## src/rtl/cva5_config.sv

```systemverilog
// Core-wide configuration constants shared by the writeback path.
package cva5_config;

  localparam int unsigned XLEN         = 32;
  localparam int unsigned ID_W         = 3;
  localparam int unsigned NUM_WB_UNITS = 4;

endpackage

```

## src/rtl/cva5_types.sv

```systemverilog
// Shared payload types for the unit writeback interface.
package cva5_types;

  // One captured writeback beat: instruction ID plus result data.
  typedef struct packed {
    logic [cva5_config::ID_W-1:0] id;
    logic [cva5_config::XLEN-1:0] data;
  } wb_result_t;

endpackage

```

## src/rtl/wb_rr_arbiter.sv

```systemverilog
// Writeback source arbiter: one-hot grant plus binary grant index.
// WB_ROUND_ROBIN_EN selects round-robin with a rotating priority pointer;
// without it, fixed priority (lowest index wins) and no pointer register.
module wb_rr_arbiter
  import cva5_types::*;
#(
  parameter int unsigned NUM_UNITS = 4,
  parameter int unsigned IDX_W     = (NUM_UNITS > 1) ? $clog2(NUM_UNITS) : 1
) (
  input  logic                 clk,
  input  logic                 rst,
  input  logic [NUM_UNITS-1:0] req,
  input  logic                 advance,
  output logic [NUM_UNITS-1:0] grant,
  output logic [IDX_W-1:0]     grant_idx
);

  if (NUM_UNITS == 1) begin : g_single
    // A single source needs no policy and no pointer.
    logic unused_ok;
    assign unused_ok = ^{clk, rst, advance};
    assign grant     = req;
    assign grant_idx = '0;
  end else begin : g_multi
`ifdef WB_ROUND_ROBIN_EN
    logic [IDX_W-1:0] ptr;
    int unsigned      idx;
    logic             found;

    // Search requests starting at the pointer, wrapping cyclically.
    always_comb begin
      grant     = '0;
      grant_idx = '0;
      found     = 1'b0;
      idx       = 0;
      for (int unsigned k = 0; k < NUM_UNITS; k++) begin
        idx = (32'(ptr) + k) % NUM_UNITS;
        if (!found && req[idx]) begin
          found      = 1'b1;
          grant[idx] = 1'b1;
          grant_idx  = IDX_W'(idx);
        end
      end
    end

    // Pointer moves just past the winner whenever a grant is consumed.
    always_ff @(posedge clk) begin
      if (!rst) begin
        ptr <= '0;
      end else if (advance && (|req)) begin
        ptr <= (grant_idx == IDX_W'(NUM_UNITS - 1)) ? '0 : grant_idx + IDX_W'(1);
      end
    end
`else
    logic unused_ok;
    logic found;
    assign unused_ok = ^{clk, rst, advance};

    // Lowest-index requester wins.
    always_comb begin
      grant     = '0;
      grant_idx = '0;
      found     = 1'b0;
      for (int unsigned i = 0; i < NUM_UNITS; i++) begin
        if (!found && req[i]) begin
          found     = 1'b1;
          grant[i]  = 1'b1;
          grant_idx = IDX_W'(i);
        end
      end
    end
`endif
  end

endmodule

```

## src/rtl/writeback_collector.sv

```systemverilog
// Collects completed results from the execution units, acknowledges one per
// cycle, and presents it on a single registered writeback port with
// backpressure. Arbitration policy is chosen by WB_ROUND_ROBIN_EN
// (round-robin when defined, fixed priority otherwise).
module writeback_collector
  import cva5_types::*;
#(
  parameter int unsigned NUM_UNITS = cva5_config::NUM_WB_UNITS,
  parameter int unsigned XLEN      = cva5_config::XLEN,
  parameter int unsigned ID_W      = cva5_config::ID_W
) (
  input  logic                      clk,
  input  logic                      rst,
  input  logic [NUM_UNITS-1:0]      unit_done,
  input  logic [NUM_UNITS*ID_W-1:0] unit_id,
  input  logic [NUM_UNITS*XLEN-1:0] unit_rd,
  output logic [NUM_UNITS-1:0]      unit_ack,
  output logic                      wb_valid,
  output logic [ID_W-1:0]           wb_id,
  output logic [XLEN-1:0]           wb_data,
  input  logic                      wb_ready
);

  localparam int unsigned IDX_W    = (NUM_UNITS > 1) ? $clog2(NUM_UNITS) : 1;
  localparam int unsigned PKG_ID_W = cva5_config::ID_W;
  localparam int unsigned PKG_XLEN = cva5_config::XLEN;

  logic                 load_en;
  logic [NUM_UNITS-1:0] grant;
  logic [IDX_W-1:0]     grant_idx;
  wb_result_t           sel_result;
  wb_result_t           res_q;

  // Output register is empty or being drained this cycle.
  assign load_en = !wb_valid || wb_ready;

  wb_rr_arbiter #(
    .NUM_UNITS (NUM_UNITS),
    .IDX_W     (IDX_W)
  ) u_arb (
    .clk       (clk),
    .rst       (rst),
    .req       (unit_done),
    .advance   (load_en),
    .grant     (grant),
    .grant_idx (grant_idx)
  );

  // Ack only when the beat is actually captured; never during reset.
  assign unit_ack = (rst && load_en) ? grant : '0;

  // Select the winning unit's ID and data.
  always_comb begin
    sel_result      = '0;
    sel_result.id   = PKG_ID_W'(unit_id[32'(grant_idx)*ID_W +: ID_W]);
    sel_result.data = PKG_XLEN'(unit_rd[32'(grant_idx)*XLEN +: XLEN]);
  end

  // One-entry output register; loads when empty or draining.
  always_ff @(posedge clk) begin
    if (!rst) begin
      wb_valid <= 1'b0;
      res_q    <= '0;
    end else if (load_en) begin
      wb_valid <= |unit_done;
      if (|unit_done) begin
        res_q <= sel_result;
      end
    end
  end

  assign wb_id   = ID_W'(res_q.id);
  assign wb_data = XLEN'(res_q.data);

endmodule

```

## config.mk

```make
export PLATFORM = sky130hd
export DESIGN_NAME = writeback_collector
export DESIGN_NICKNAME = d
export VERILOG_FILES = /design/src/rtl/cva5_config.sv /design/src/rtl/cva5_types.sv /design/src/rtl/wb_rr_arbiter.sv /design/src/rtl/writeback_collector.sv
export SDC_FILE = /design/constraint.sdc
export NUM_CORES = 1
export LEC_CHECK = 0
export CAP_MARGIN = 5
export CORE_MARGIN = 2
export CORE_UTILIZATION = 27
export DETAILED_ROUTE_END_ITERATION = 10
export PLACE_DENSITY = 0.74
export SYNTH_ARGS = -nofsm -noshare
export SYNTH_HDL_FRONTEND = slang
export SYNTH_SLANG_ARGS = --single-unit
```

## constraint.sdc

```tcl
create_clock -name clk -period 1.6 [get_ports clk]
set_input_delay 0.32 -clock clk [delete_from_list [all_inputs] [get_ports clk]]
set_output_delay 0.32 -clock clk [all_outputs]
set_load 0.05 [all_outputs]
```

==> results of run 1 <==
## worst min-delay path, stage by stage (launching register included)
cell,delay (ns)
dfxtp_1,0.31
o21ai_1,0.12
a31oi_1,0.04
## state kept, by name, indices dropped and copies added, names as in the netlist
| register | cells |
|---|---|
| wb_id | 3 |
| wb_data | 32 |
| wb_valid | 1 |
## final cells by class
class | instances | area (sq um)
Clock buffer | 7 | 96.3
Fill cell | 739 | 3390
Inverter | 1 | 3.75
Multi-Input combinational cell | 190 | 1260
Sequential cell | 36 | 722
Tap cell | 102 | 128
Timing Repair Buffer | 212 | 2080
## per-stage QoR
step	util [%]	worst slack, ns	std cells	hold slack (ns)
2_1_floorplan	-	-0.0267	259	0.476
3_3_place_gp	53.9	-0.313	537	0.502
3_5_place_dp	53.9	-0.341	537	0.504
4_1_cts	55.8	0.00153	548	0.518
5_1_grt	55.9	0.00169	548	0.538
6_report	55.9	0.0180	548	0.516
## kinds of logic (layout without fill, tap and decap cells)
family                 Yosys count  count (layout)  synth area share (%)
AO/OA/AOI/OAI                  142             142                  46.4
flip-flops                      36              36                  33.7
AND/OR/NAND/NOR                 48              48                  9.88
buffers and inverters           33             220                  10.1
## timing repair
item	in CTS	in global routing
endpoints found under the setup margin	33	2
pin swaps	3	1
setup buffers	4	0
endpoints found under the hold margin	0	0
gates resized for setup	14	1
## report_power, final
part | total [mW] | internal, mW | switching [mW] | leakage, nW
combinational | 1.30 | 0.660 | 0.641 | 1.34
clock | 0.685 | 0.383 | 0.302 | 0.0503
sequential | 1.03 | 0.982 | 0.0456 | 0.300
## layout by cell type, fill, tap and decap left out, drive strengths merged
master         instances
a31oi                 34
dfxtp                 36
a22oi                 36
clkdlybuf4s15          1
clkdlybuf4s50        140
nand2b                 1
nor3b                  1
buf                   66
inv                    1
a2bb2oi               34
nor2b                  1
a21boi                 1
a41oi                  1
dlygate4sd2            5
or2                    3
and2b                  1
clkbuf                 7
o31a                   1
o21ai                 35
and3                   2
nand2                 36
nor3                   3
## per-layer routing
metal / wire (um) / vias up / part of all wire [%]
met2: 4450 / 114 / 53
li1: - / 1381 / -
met4: 47 / 0 / 0.56
met1: 3330 / 1241 / 40
met3: 593 / 2 / 7.0
met5: 0 / - / 0
## path summary, 6_finish.rpt
path	startpoint	to	slack, ns	cells past startpoint
worst max-delay path	unit_done[1]	unit_ack[3]	0.02	4
worst min-delay path	wb_data[8]	wb_data[8]	0.52	2
worst max register to register	wb_valid	wb_data[24]	0.33	6
worst min register to register	wb_data[8]	wb_data[8]	0.52	2
==> summary.md, run 1 <==
| Metric | Value |
|---|---|
| GR Layer Usage met2 | 35.3% |
| Post-route DRC violation count | 0 |
| Max-slew violations | 0 |
| Startpoint types | input port |
| GRT overflow | 0 |
| Final non-filler cell area | 4290 sq um |
| Via count | 2738 |
| Vias in the first global route | 2707 |
| CP arrival | 1.26 ns |
| Full die area | 8650 sq um |
| Hold buffers post-CTS | 0 |
| Peak per-stage delay on the critical path | 0.27 ns |
| GP Congestion | 0.746 |
| Pin count of the biggest net entering global routing | 37 |
| Core ar. | 7690 sq um |
| Placed Area | 4140 sq um |
| DR vias/cell | 5.00 |
| Syn Inst Count | 259 |
| Max FO, Critical Path | 4 |
| Buf/Inv on CP | 2 |
| Io pins | 187 |
| Critical path capture point type | primary output |
| Sum Neg Setup Slack | 0 ns |
| Synth top cells by count | 36 x a22oi_1, 36 x dfxtp_1, 36 x nand2_1 |
| Async set-reset flop share out of synthesis | 0% |
| DRT Pass-1 Iters | 4 |
| Mapped Area | 2140 sq um |
| Met1 GRT Util | 21.2% |
| Top_reg_cell synth | dfxtp_1 |
| NumNets Final | 593 |
| Peak VDD IR | 0.346 mV |
| Worst Path Class, Setup | input port to primary output |
| Clk_lat worst skew | 0.28 ns |
| Starting Density | 27.8% |
| Critical path's top delay family | simple AND/OR/NAND/NOR gates |
| Clock Skews | 0.00350 ns |
| DIE HEIGHT | 93.0 um |
| Area grow syn2layout | 101% |
| CTS tree | built |
| Top cells by area, synth | dfxtp_1 34%, a2bb2oi_1 14%, a22oi_1 13%, a31oi_1 9.9%, o21ai_1 8.0% |
| Clk slew on worst S/H paths | 0.07 ns |
| GRT Max-Usage Layer | met2 |
| Hold Fails Final Rpt | 0 |
| Initial drt markers | 60 |
| Num Clock Sinks | 36 |
| Crit share post-route | 98.9% |
| DPL Wire Length | 6.60 mm |
| IO Port Bufs | 186 |
| Number of flops mapped to enable cells by yosys | 0 |
| Avg WL per Cell | 15.4 um |
| Maxcap violations | 0 |
| Worst slew pin tran | 0.250 ns |
| Status | finished, final reports clean |
| Antenna Nets Post-Route | 0 |
| H-tree depth | 2 |
| Worst endpoint required time | 1.28 ns |
| Synth Warn # | 0 |
| Global Route Usage Sum | 18.7% |
| Net Count, Synth | 406 |
| GRT met3 Usage | 4.59% |
| Syn Area/Cell | 8.26 sq um |
| Max Freq | 632 MHz |
| Slew HR | 83.3% |
| PwrDens | 702 nW/um^2 |
| Die Width | 93.0 um |
| Layout cells sized above 1 | 20.0% |
| Sequential share of the synthesized area | 33.7% |
| RSZ-0062 raised after global routing | false |
| Overall power | 3.01 mW |
| Ant diodes | 0 |
| Largest area contributor in the netlist | dfxtp_1 |
| Clock buffer depth | 2 |
| Initial antenna violation count | 0 |
| Slowest CP cell | or2_4 |
| First-pass GRT wire length | 13.1 mm |
| Seq cells post-synth | 36 |
| Leakage | 1.69 nW |
| Root buffer cell | clkbuf_8 |
| Row count | 32 |
| CTS Buf Count | 5 |
| Top-area cell type share of the netlist area | 33.7% |
| Min Tclk post-route | 1.58 ns |
| Netlist cell types | 23 |
| Final WL | 8.43 mm |
| Setup-failing EPs final | 0 |
| CP cell instances | dlygate4sd2_1, or2_4, nor3b_4, buf_12 |
| Hold crit path type | flip-flop to flip-flop |
(Power assumes the default switching activity.)
==> run 2, diff against run 1 <==
--- a/config.mk
+++ b/config.mk
@@ -9,6 +9,7 @@
 export CORE_MARGIN = 2
 export CORE_UTILIZATION = 27
 export DETAILED_ROUTE_END_ITERATION = 10
+export MAX_ROUTING_LAYER = met4
 export PLACE_DENSITY = 0.74
 export SYNTH_ARGS = -nofsm -noshare
 export SYNTH_HDL_FRONTEND = slang
==> summary.md, run 2 (synthesis results as in run 1) <==
| Metric | Value |
|---|---|
| Root buffer cell | clkbuf_8 |
| Overall power | 3.01 mW (about the same) |
| Avg WL per Cell | 15.4 um (about the same) |
| Area grow syn2layout | 101% (unchanged) |
| GRT Max-Usage Layer | met2 |
| Reg-to-reg slack, setup | 0.33 ns (about the same) |
| DIE HEIGHT | 93.0 um (unchanged) |
| IO Port Bufs | 186 (unchanged) |
| Post-route DRC violation count | 0 (unchanged) |
| CTS Buf Count | 5 (unchanged) |
| Worst Path Class, Setup | input port to primary output |
| Met1 GRT Util | 21.7% (+0.55 points) |
| GP Congestion | 0.756 (+1.3%) |
| CP cell instances | dlygate4sd2_1, or2_4, nor3b_4, buf_12 |
| Maxcap violations | 0 (unchanged) |
| PwrDens | 702 nW/um^2 (about the same) |
| RSZ-0062 raised after global routing | false |
| GRT met3 Usage | 3.87% (-0.73 points) |
| Status | finished, final reports clean |
| Setup-failing EPs final | 0 (unchanged) |
| Leakage | 1.69 nW (unchanged) |
| Max Freq | 632 MHz (about the same) |
| Peak VDD IR | 0.346 mV (about the same) |
| Clock Skews | 0.00349 ns (-0.00000414 ns) |
| Via count | 2738 (unchanged) |
| First-pass GRT wire length | 13.1 mm (about the same) |
| Worst endpoint required time | 1.28 ns (about the same) |
| H-tree depth | 2 (unchanged) |
| Hold crit path type | flip-flop to flip-flop |
| Starting Density | 27.8% (unchanged) |
| DPL Wire Length | 6.60 mm (unchanged) |
| Crit share post-route | 98.9% (about the same) |
| Hold buffers post-CTS | 0 (unchanged) |
| Io pins | 187 (unchanged) |
| Startpoint types | input port |
| Critical path's top delay family | simple AND/OR/NAND/NOR gates |
| Vias in the first global route | 2705 (-0.074%) |
| Post-Place Setup Slack | -0.341 ns (unchanged) |
| Final worst slack | 0.0180 ns (+0.0000742 ns) |
| GR Layer Usage met2 | 35.3% (-0.060 points) |
| Min Tclk post-route | 1.58 ns (-0.0000742 ns) |
| Initial antenna violation count | 0 (unchanged) |
| Antenna Nets Post-Route | 0 (unchanged) |
| CTS tree | built |
| Non-Filler Instances | 548 (unchanged) |
| Initial drt markers | 61 (+1.7%) |
| CP arrival | 1.26 ns (about the same) |
| Ant diodes | 0 (unchanged) |
| Clock buffer depth | 2 (unchanged) |
| Row count | 32 (unchanged) |
| Full die area | 8650 sq um (unchanged) |
| Final WL | 8.43 mm (about the same) |
| Die Width | 93.0 um (unchanged) |
| Layout cells sized above 1 | 20.0% (unchanged) |
| Global Route Usage Sum | 19.2% (+0.53 points) |
| Hold Fails Final Rpt | 0 (unchanged) |
| Commonest non-fill, non-tap cell in the layout | clkdlybuf4s50_1 |
| DRT Pass-1 Iters | 4 (unchanged) |
| NumNets Final | 593 (unchanged) |
| Buf/Inv on CP | 2 (unchanged) |
| Num Clock Sinks | 36 (unchanged) |
| Core ar. | 7690 sq um (unchanged) |
| Peak per-stage delay on the critical path | 0.27 ns (about the same) |
| Most frequent cells in the layout | 140 x clkdlybuf4s50_1, 55 x buf_4, 36 x a22oi_1, 35 x nand2_1, 35 x dfxtp_1 |
| Fillers | 739 (unchanged) |
| Max FO, Critical Path | 4 (unchanged) |
| Critical path capture point type | primary output |
| Number of flip-flops in the largest register | 32 (unchanged) |
| Slowest CP cell | or2_4 |
| Pin count of the biggest net entering global routing | 37 (unchanged) |
| Clk slew on worst S/H paths | 0.07 ns (about the same) |
| Slew HR | 84.1% (+0.72 points) |
| Sum Neg Setup Slack | 0 ns (unchanged) |
| Max-slew violations | 0 (unchanged) |
| Worst slew pin tran | 0.237 ns (-0.0126 ns) |
| GRT overflow | 0 (unchanged) |
| Clk_lat worst skew | 0.28 ns (about the same) |
| DR vias/cell | 5.00 (unchanged) |
| Final Util | 55.9% (unchanged) |
| # placed instances | 537 (unchanged) |
-- run 2: timing repair --
action | 4_1_cts | 5_1_grt
endpoints found under the hold margin | 0 | 0
setup buffers | 4 | 0
setup endpoints to repair | 33 | 2
pin swaps | 3 | 1
resized for setup | 14 | 1
-- run 2: layer usage --
metal	wire [um]	part of all wire, %
met1	3410	40
met2	4450	53
met3	519	6.2
met4	47	0.56
met5	0	0
-- run 2: layout make-up --
class / count / area (sq um) / share of cell area, %
repair buffers: 212 / 2080 / 48.4
clock buffers: 7 / 96.3 / 2.24
inverters: 1 / 3.75 / 0.0874
flip-flops and latches: 36 / 722 / 16.8
well taps: 102 / 128 / 2.97
multi-input cells: 190 / 1260 / 29.5
-- run 2: path summary, 6_finish.rpt --
check	endpoint	depth (start not counted)	startpoint
worst min register to register	wb_data[8]	2	wb_data[8]
worst max register to register	wb_data[24]	6	wb_valid
worst max-delay path	unit_ack[3]	4	unit_done[1]
worst min-delay path	wb_data[8]	2	wb_data[8]
-- run 2: power by group --
group	total [mW]	internal (mW)	switching (mW)
Sequential	1.03	0.982	0.0455
Combinational	1.30	0.660	0.641
Clock	0.685	0.383	0.302
-- run 2: metrics by stage --
step / hold WS (ns) / instance area, sq um
2_1_floorplan: 0.476 / 2180
3_3_place_gp: 0.502 / 4140
3_5_place_dp: 0.504 / 4140
4_1_cts: 0.518 / 4290
5_1_grt: 0.538 / 4290
6_report: 0.516 / 4290
-- run 2: worst register-to-register path, cell delays in order (launching register included) --
cell and delay, ns:
dfxtp_2 0.34, nand2b_4 0.08, buf_4 0.13, o31a_2 0.20, buf_12 0.19, o21ai_1 0.09, a31oi_1 0.16
==> run 3, diff against run 2 <==
--- a/config.mk
+++ b/config.mk
@@ -5,12 +5,14 @@
 export SDC_FILE = /design/constraint.sdc
 export NUM_CORES = 1
 export LEC_CHECK = 0
+export ABC_AREA = 1
+export ABC_CLOCK_PERIOD_IN_PS = 1600
 export CAP_MARGIN = 5
 export CORE_MARGIN = 2
 export CORE_UTILIZATION = 27
 export DETAILED_ROUTE_END_ITERATION = 10
 export MAX_ROUTING_LAYER = met4
-export PLACE_DENSITY = 0.74
+export PLACE_DENSITY = 0.7
 export SYNTH_ARGS = -nofsm -noshare
 export SYNTH_HDL_FRONTEND = slang
 export SYNTH_SLANG_ARGS = --single-unit
==> summary.md, run 3 <==
| Metric | Value |
|---|---|
| Top-area cell type share of the netlist area | 24.4% (-9.3 points) |
| First-pass GRT wire length | 18.5 mm (+41%) |
| Pin count of the biggest net entering global routing | 48 (+30%) |
| Syn Area/Cell | 4.94 sq um (-40%) |
| CTS Buf Count | 5 (unchanged) |
| Top cells by area, synth | nand2_1 24%, dfxtp_1 22%, inv_1 17%, nor2_1 13%, o21ai_0 5.7% |
| Startpoint types | input port |
| DRT Pass-1 Iters | 4 (unchanged) |
| Netlist cell types | 18 (-22%) |
| Reg-to-reg slack, setup | 0.28 ns (-0.05 ns) |
| Leakage | 3.26 nW (+93%) |
| RR Endpoint | wb_data[19] |
| Max-slew violations | 0 (unchanged) |
| Top_reg_cell synth | dfxtp_1 |
| GRT overflow | 0 (unchanged) |
| Synth top cells by count | 210 x nand2_1, 144 x inv_1, 110 x nor2_1, 37 x o21ai_0, 36 x dfxtp_1 |
| GR Layer Usage met2 | 31.9% (-3.4 points) |
| Final hold slack | 0.526 ns (+0.0108 ns) |
| Crit Reg-Reg Startpoint | wb_valid |
| Peak VDD IR | 0.384 mV (+11%) |
| Global Route Usage Sum | 18.1% (-1.1 points) |
| Number of flip-flops in the largest register | 32 (unchanged) |
| Final WL | 11.4 mm (+36%) |
| GRT Max-Usage Layer | met2 |
| Io pins | 187 (unchanged) |
| Sw Ratio | 35.2% (+2.4 points) |
| Met1 GRT Util | 22.2% (+0.42 points) |
| Clock Skews | 0.00478 ns (+0.00129 ns) |
| NumNets Final | 989 (+67%) |
| Worst Path Class, Setup | input port to primary output |
| Crit. Startpoint | unit_done[1] |
| Most common cell in the synthesized netlist | nand2_1 |
| Layout cells sized above 1 | 11.4% (-8.6 points) |
| Sequential share of the synthesized area | 22.3% (-11 points) |
| Hold buffers post-CTS | 0 (unchanged) |
| Ant diodes | 0 (unchanged) |
| Maxcap violations | 0 (unchanged) |
| Min-delay src | wb_id[2] |
| Setup-failing EPs final | 0 (unchanged) |
| Initial antenna violation count | 0 (unchanged) |
| Post-route DRC violation count | 0 (unchanged) |
| Syn Inst Count | 653 (+150%) |
| Clock buffer depth | 2 (unchanged) |
| Clock group share of total power | 27.6% (+4.9 points) |
| Num Clock Sinks | 36 (unchanged) |
| DR vias/cell | 4.16 (-17%) |
| Synth Warn # | 0 (unchanged) |
| CTS tree | built |
| Initial drt markers | 185 (+200%) |
| Crit share post-route | 97.0% (-1.8 points) |
| Async set-reset flop share out of synthesis | 0% (unchanged) |
| Commonest non-fill, non-tap cell in the layout | nand2_1 |
| Core ar. | 11600 sq um (+50%) |
| Seq cells post-synth | 36 (unchanged) |
| Number of flops mapped to enable cells by yosys | 0 (unchanged) |
| GRT met3 Usage | 2.68% (-1.2 points) |
| Clk slew on worst S/H paths | 0.05 ns (-0.02 ns) |
| Root buffer cell | clkbuf_16 |
| Switching power | 1.30 mW (+31%) |
| PwrDens | 648 nW/um^2 (-7.6%) |
| Worst endpoint required time | 1.28 ns (about the same) |
| Slew HR | 76.6% (-7.5 points) |
| Final Util | 49.2% (-6.7 points) |
| Post-Place Setup Slack | -0.315 ns (+0.0258 ns) |
| Mapped Area | 3230 sq um (+51%) |
| Critical path endpoint | unit_ack[1] |
| H-tree depth | 2 (unchanged) |
| CP arrival | 1.23 ns (-0.03 ns) |
| Status | finished, final reports clean |
| Final worst slack | 0.0473 ns (+0.0292 ns) |
| Critical path capture point type | primary output |
| Internal | 2.39 mW (+18%) |
| Die Width | 113 um (+22%) |
| Path depth of the worst reg2reg path | 7 (+1) |
| IO Port Bufs | 186 (unchanged) |
| Hold Fails Final Rpt | 0 (unchanged) |
| RSZ-0062 raised after global routing | false |
| Hold crit path type | flip-flop to flip-flop |
| GP Congestion | 0.819 (+8.3%) |
| Antenna Nets Post-Route | 0 (unchanged) |
| Largest area contributor in the netlist | nand2_1 |
| Via count | 4095 (+50%) |
| Worst slew pin tran | 0.352 ns (+0.114 ns) |
| Fillers | 1212 (+64%) |
| DPL Wire Length | 8.52 mm (+29%) |
| DIE HEIGHT | 113 um (+22%) |
| Most frequent cells in the layout | 210 x nand2_1, 143 x inv_1, 140 x clkdlybuf4s50_1, 107 x nor2_1, 58 x buf_4 |
| Min Tclk post-route | 1.55 ns (-0.0292 ns) |
| Power share of the combinational group | 44.3% (+1.1 points) |
| Avg WL per Cell | 11.6 um (-25%) |
| Reg power frac | 28.2% (-5.9 points) |
| Starting Density | 27.9% (+0.081 points) |
| Net Count, Synth | 800 (+97%) |
| Max FO, Critical Path | 20 (+16) |
| Max Freq | 644 MHz (+1.9%) |
| Clk_lat worst skew | 0.28 ns (about the same) |
| Overall power | 3.69 mW (+22%) |
| Full die area | 12800 sq um (+48%) |
| Vias in the first global route | 3839 (+42%) |
| Row count | 39 (+22%) |
| Area grow syn2layout | 76.2% |
-- run 3: cell types whose count changed after synthesis, moves of 36 or more --
cell | before | now
nor2_1 | 0 | 110
inv_1 | 1 | 144
o21ai_0 | 0 | 37
a22oi_1 | 36 | 0
nand2_1 | 36 | 210
-- run 3: logic make-up (layout without fill, tap and decap cells) --
kind of cell,after synthesis,in the layout,synth area share [%]
compound gates,74,74,11.7
buf+inv,183,372,22.1
flops,36,36,22.3
simple gates,360,360,43.9
-- run 3: how the worst min path moves through the flow --
stage / endpoint / slack [ns] / depth (start not counted)
after CTS: wb_data[4] / 0.53 / 2
after floorplan: wb_data[0] / 0.57 / 4
final: wb_id[2] / 0.53 / 2
after detailed placement: wb_data[12] / 0.51 / 2
after global placement: wb_data[22] / 0.51 / 2
after global routing: wb_id[2] / 0.56 / 2
-- run 3: area by class of cell --
cell class / instances / area [sq um] / area share (%)
well taps: 143 / 179 / 3.15
inverters: 145 / 544 / 9.57
multi-input cells: 434 / 1870 / 32.8
clock buffers: 7 / 153 / 2.68
flip-flops and latches: 36 / 722 / 12.7
repair buffers: 220 / 2220 / 39.1
-- run 3: critical path, stage by stage --
cell,delay (ns)
clkdlybuf4s15_1,0.22
buf_4,0.16
nand2_4,0.09
buf_12,0.17
nor2_4,0.12
buf_12,0.14
-- run 3: power groups by stage --
stage	sequential [mW]	clock [mW]	combinational, mW
floorplan	1.38	0	0.555
finish	1.04	1.02	1.63
CTS	1.04	1.05	1.64
detailed placement	1.06	0	1.62
global placement	1.05	0	1.61
global route	1.05	1.09	1.79
-- run 3: what timing repair did --
| action | 4_1_cts | 5_1_grt |
|---|---|---|
| pin swaps | 3 | 3 |
| gates cloned | 1 | 1 |
| hold endpoints to repair | 0 | 0 |
| gates resized for setup | 12 | 3 |
| setup buffers | 0 | 3 |
| setup endpoints to repair | 7 | 3 |
-- run 3: metal layers --
layer	routed length [um]	part of all wire, %	vias up
met2	5590	49	112
li1	-	-	2272
met3	584	5.1	7
met4	95	0.83	0
met5	0	0	-
met1	5170	45	1704
-- run 3: metrics by stage --
step / instances / area (sq um) / setup TNS, ns
2_1_floorplan: 653 / 3250 / -0.0333
3_3_place_gp: 973 / 5440 / -9.70
3_5_place_dp: 973 / 5440 / -10.61
4_1_cts: 981 / 5640 / -0.0324
5_1_grt: 985 / 5690 / 0
6_report: 985 / 5690 / 0
